File: src/rtl/s_memory_fill_fsm.sv
// Scratch-RAM initialiser: sweeps 0..DEPTH-1, one write per word after a
// programmable settle period, with identity / constant / descending patterns.
module s_memory_fill_fsm #(
  parameter int ADDR_W        = 8,
  parameter int DATA_W        = 8,
  parameter int DEPTH         = 256,
  parameter int SETTLE_CYCLES = 1,
  parameter int AUTO_START    = 1
) (
  input  logic              clk,
  input  logic              reset,
  input  logic              start,
  input  logic [1:0]        mode,
  input  logic [DATA_W-1:0] fill_value,
  output logic [ADDR_W-1:0] address,
  output logic [DATA_W-1:0] data,
  output logic              wren,
  output logic              busy,
  output logic              done
);

  localparam int CNT_W = (SETTLE_CYCLES > 1) ? $clog2(SETTLE_CYCLES) : 1;
  localparam logic [ADDR_W-1:0] LAST_ADDR  = ADDR_W'(DEPTH - 1);
  localparam logic [CNT_W-1:0]  SETTLE_END = CNT_W'(SETTLE_CYCLES - 1);
  localparam logic              AUTO       = (AUTO_START != 0);

  typedef enum logic [1:0] {IDLE, SETUP, WRITE, DONE} state_t;

  state_t            state;
  state_t            state_nxt;
  logic [CNT_W-1:0]  settle_cnt;
  logic [1:0]        mode_lat;
  logic [DATA_W-1:0] fill_lat;
  logic              auto_pending;
  logic              accept;
  logic              settle_end;
  logic              last_word;

  function automatic logic [DATA_W-1:0] pattern(input logic [1:0]        m,
                                                input logic [DATA_W-1:0] fv,
                                                input logic [ADDR_W-1:0] a);
    logic [ADDR_W-1:0] desc;
    desc = LAST_ADDR - a;
    case (m)
      2'd1:    return fv;
      2'd2:    return DATA_W'(desc);
      default: return DATA_W'(a);
    endcase
  endfunction

  // auto_pending marks only the first cycle after reset, so AUTO_START never re-arms from DONE
  assign accept = ((state == IDLE) || (state == DONE)) &&
                  (start || (AUTO && auto_pending && (state == IDLE)));
  assign settle_end = (settle_cnt == SETTLE_END);
  assign last_word  = (address == LAST_ADDR);

  always_ff @(posedge clk) begin
    if (reset) begin
      state        <= IDLE;
      address      <= '0;
      data         <= '0;
      settle_cnt   <= '0;
      auto_pending <= 1'b1;
    end else begin
      state        <= state_nxt;
      auto_pending <= 1'b0;
      if (accept) begin
        mode_lat   <= mode;
        fill_lat   <= fill_value;
        address    <= '0;
        data       <= pattern(mode, fill_value, '0);
        settle_cnt <= '0;
      end else if (state == SETUP) begin
        settle_cnt <= settle_end ? '0 : settle_cnt + 1'b1;
      end else if ((state == WRITE) && !last_word) begin
        // stepping stops at LAST_ADDR, so the counter can never wrap
        address <= address + 1'b1;
        data    <= pattern(mode_lat, fill_lat, address + 1'b1);
      end
    end
  end

  always_comb begin
    state_nxt = state;
    case (state)
      IDLE, DONE: if (accept) state_nxt = SETUP;
      SETUP:      if (settle_end) state_nxt = WRITE;
      WRITE:      state_nxt = last_word ? DONE : SETUP;
      default:    state_nxt = IDLE;
    endcase
  end

  always_comb begin
    wren = (state == WRITE);
    busy = (state == SETUP) || (state == WRITE);
    done = (state == DONE);
  end

endmodule
File: config.mk
export PLATFORM = sky130hd
export DESIGN_NAME = s_memory_fill_fsm
export DESIGN_NICKNAME = d
export VERILOG_FILES = /design/src/rtl/s_memory_fill_fsm.sv
export SDC_FILE = /design/constraint.sdc
export NUM_CORES = 1
export LEC_CHECK = 0
export BUFFER_PORTS_ARGS = -buffer_cell sky130_fd_sc_hd__buf_2
export CORE_ASPECT_RATIO = 0.7
export CORE_MARGIN = 1.5
export CORE_UTILIZATION = 48
export DETAILED_ROUTE_END_ITERATION = 8
export PLACE_DENSITY = 0.74
export SYNTH_ARGS = -nofsm -noshare
export SYNTH_HDL_FRONTEND = slang
export SYNTH_SLANG_ARGS = --single-unit
File: constraint.sdc
create_clock -name clk -period 2 [get_ports clk]
set_clock_uncertainty 0.2 [all_clocks]
set_input_delay 0.2 -clock clk [delete_from_list [all_inputs] [get_ports clk]]
set_output_delay 0.2 -clock clk [all_outputs]
set_load 0.02 [all_outputs]
==> impl_results.md <==
* Final WS setup at 0.0243 ns
* Transition time of the tightest slew-check pin at between 0.3 and 0.4 ns
* Final net count at 246
* Clock buffers created by TritonCTS at 5
* Placeable core region at between 3000 and 4000 um2
* Number of max-slew violations in the final report at 0
* Total I/O pin count at 32
* Synthesized-area fraction occupied by ao, oa, aoi and oai cells at 0.226
* First-pass iteration count of the detailed router at 4
* GRT Overall Usage at 0.247
* Yosys reg bits at 29
* Cell type group with the largest total delay on the critical path: compound AO/OA/AOI/OAI gates
* First-pass GRT wire length at ~6.5 mm
* Max Clock Freq at about 0.51 GHz
* Sequential share of the synthesized area at 0.437
* Max transition margin at 0.733
* Combinational family with the most area after synthesis: compound AO/OA/AOI/OAI gates
* Largest net degree at the start of global routing at 14
* Post-synth top cells: sky130_fd_sc_hd__nor2_1, sky130_fd_sc_hd__dfxtp_1, sky130_fd_sc_hd__a21oi_1
* Number of enable-type register cells in the synthesized netlist at 10
* Total congestion overflow at 0
* Max VDD drop at 0.000522 V
* Top cells by area, synth: sky130_fd_sc_hd__dfxtp_1, sky130_fd_sc_hd__edfxtp_1, sky130_fd_sc_hd__ha_1
* Setup repair after global routing missed its margin: yes
* Avg Cell Area, Syn at 9.12 um2
* Total of buffers placed on input and output ports at 31
* Wire length per cell at approximately 16 um
* Number of max-cap violations at 0
* Initial antenna violation count at 0
* Crit path cell chain: nand3_1 > or3_1 > a311o_1 > a311oi_1
* Vias post-DR at approximately 1500
* Number of clock sinks at 29
* Mapped cell area at between 1500 and 2000 um2
* Clock H-tree levels at 2
* WP buf/inv at 0
* Library cell with the highest instance count after synthesis: sky130_fd_sc_hd__nor2_1
* Post-DP HPWL at 2.85 mm
* Synth async-reset ratio at 0
* Initial cell density of the core at 0.499
* Antenna viol nets, final at 0
* Pre-CTS setup slack at -0.109 ns
* Worst Path Required at roughly 2 ns
* Data arrival time of the worst path at a little under 2 ns
* Share of the synthesized area in the top cell type at 0.244
* Cell count after synthesis at roughly 170
* Number of antenna repair diodes at 0
* Last weighted congestion value of the routability-driven placer at between 0.8 and 0.9
* Startpoint type of the worst setup path: flop
* DRC errors left at 0
* Final Critical Period at 1.98 ns
* P_leak at 0.844 nW
* Ratio of total power to cell area at 793 nW/um2
* CP max FO at 6
* Ratio of cells with drive above 1 in the final layout at 0.366
* Outcome: finished, final reports clean
* Avg Vias per Cell at around 5.7
* Vertical die dimension at between 50 and 60 um
* Number of setup violations in the final report at 0
* Synth Warn # at 0
* Maximum number of buffers from clock root to sink at 2
* Total length of routed wires at about 4.2 mm
* Die width at a little over 70 um
* Multiplexer share of the synthesized area at 0
* Signed area change from the synthesized netlist to the final layout at 38.4%
* Clock latency reported for the late side of the worst-skew pair at between 0.2 and 0.3 ns
* TritonCTS clock tree: yes
* Primary FF master, synth: sky130_fd_sc_hd__dfxtp_1
* Element type at the critical path end: flop
* Clk slew on worst S/H paths at 0.07 ns
* Post-Synthesis Net Count at about 190
* Worst path slowest cell: sky130_fd_sc_hd__dfxtp_1
* Root buffer cell: sky130_fd_sc_hd__clkbuf_8
* Sum of negative setup slack at 0 ns
* Critical path's largest stage delay at 0.45 ns
* Die Footprint at 3600 um2
* Post-route core utilization at 0.690
* Hold WC Path Type: in -> reg
* Core Rows at 17
* Worst Path Class, Setup: reg -> reg
* Most area-hungry cell type in the Yosys netlist: sky130_fd_sc_hd__dfxtp_1
* Final worst path period share at 0.988
* Hold Fails Final Rpt at 0
* Synth Area in Adders at 0.0803
* Count of different cell masters after synthesis at 33
* Share of the synthesized netlist area taken by xor and xnor gates at 0.0562
* Number of global-route vias before repair at ~1400
* Number of violations reported at the end of detailed-routing iteration 0 at 55
* Simple-gate share of the synthesized area at 0.144
==> repair_timing <==
| item | in CTS | in global routing |
|---|---|---|
| pin swaps | 1 | 5 |
| endpoints found under the setup margin | 13 | 21 |
| resized for setup | 6 | 26 |
| hold endpoints to repair | 11 | 0 |
| cloned | 1 | 0 |
| hold buffers | 11 | 0 |
| setup buffers | 0 | 1 |
==> stage by stage <==
step | hold slack [ns] | std cells | cell area, um2 | power [W]
floorplan | 0.0277 | 171 | 1600 | 0.00103
global placement | 0.193 | 241 | 1840 | 0.00114
detailed placement | 0.198 | 241 | 1840 | 0.00116
CTS | 0.159 | 261 | 2070 | 0.00168
global route | 0.219 | 262 | 2160 | 0.00179
finish | 0.178 | 262 | 2160 | 0.00171
==> metal layers <==
layer,track usage,share of wire
met1,0.300,0.43
met2,0.400,0.50
met3,0.0723,0.052
met4,0.129,0.015
met5,0,0
==> worst reg2reg max path: stages, from the launching register on <==
cell and delay (ns):
sky130_fd_sc_hd__dfxtp_1 0.45, sky130_fd_sc_hd__nand3_1 0.16, sky130_fd_sc_hd__or3_1 0.41, sky130_fd_sc_hd__a311o_1 0.37, sky130_fd_sc_hd__a311oi_1 0.28
==> worst paths after layout <==
| check | from | to | slack [ns] | depth (start not counted) |
|---|---|---|---|---|
| max | address[5] | data[7] | 0.02 | 4 |
| min | start | state[1] | 0.18 | 5 |
| max reg2reg | address[5] | data[7] | 0.02 | 4 |
| min reg2reg | data[0] | data[0] | 0.30 | 2 |
==> cell families after synthesis <==
kind of cell	Yosys count
AND/OR/NAND/NOR	46
buffers and inverters	23
flip-flops	29
adder cells (fa/ha/maj)	10
AO/OA/AOI/OAI	53
XOR/XNOR	10
==> cell usage in the layout, fill, tap and decap left out, types with 2 or more instances in the layout <==
| cell | count |
|---|---|
| sky130_fd_sc_hd__o21ai_1 | 5 |
| sky130_fd_sc_hd__clkinv_2 | 2 |
| sky130_fd_sc_hd__o21ai_0 | 5 |
| sky130_fd_sc_hd__a311oi_2 | 3 |
| sky130_fd_sc_hd__inv_1 | 10 |
| sky130_fd_sc_hd__dfxtp_4 | 4 |
| sky130_fd_sc_hd__buf_2 | 31 |
| sky130_fd_sc_hd__or3_1 | 6 |
| sky130_fd_sc_hd__a211oi_1 | 3 |
| sky130_fd_sc_hd__a21o_1 | 2 |
| sky130_fd_sc_hd__xnor2_1 | 7 |
| sky130_fd_sc_hd__dlygate4sd3_1 | 11 |
| sky130_fd_sc_hd__dfxtp_2 | 2 |
| sky130_fd_sc_hd__a31oi_1 | 4 |
| sky130_fd_sc_hd__or3_4 | 2 |
| sky130_fd_sc_hd__xor2_1 | 2 |
| sky130_fd_sc_hd__edfxtp_1 | 10 |
| sky130_fd_sc_hd__a21oi_1 | 14 |
| sky130_fd_sc_hd__a221oi_1 | 5 |
| sky130_fd_sc_hd__ha_1 | 5 |
| sky130_fd_sc_hd__buf_4 | 14 |
| sky130_fd_sc_hd__a311oi_1 | 2 |
| sky130_fd_sc_hd__nor3_1 | 4 |
| sky130_fd_sc_hd__ha_2 | 4 |
| sky130_fd_sc_hd__a21oi_4 | 3 |
| sky130_fd_sc_hd__nor2_1 | 21 |
| sky130_fd_sc_hd__a211o_1 | 3 |
| sky130_fd_sc_hd__dfxtp_1 | 13 |
| sky130_fd_sc_hd__o21ai_2 | 3 |
| sky130_fd_sc_hd__nand3_1 | 3 |
| sky130_fd_sc_hd__clkbuf_8 | 5 |
==> power by group <==
part | leakage, nW | internal [W] | switching (W)
logic | 0.547 | 0.000215 | 0.000319
clock network | 0.0439 | 0.000239 | 0.000238
registers | 0.253 | 0.000670 | 0.0000289
total | 0.844 | 0.00112 | 0.000586
==> state kept, by name (all words and copies together) (netlist names) <==
register,cells
address,8
auto_pending,1
data,8
fill_lat,8
mode_lat,2
state,2
==> area by class of cell <==
class	count	area, um2
repair buffers	56	370
well taps	38	47.5
clock buffers	5	68.8
multi-input cells	120	913
inverters	11	41.3
flip-flops and latches	29	698
clock inverters	3	17.5
fillers	237	970
(Power assumes the default switching activity.)
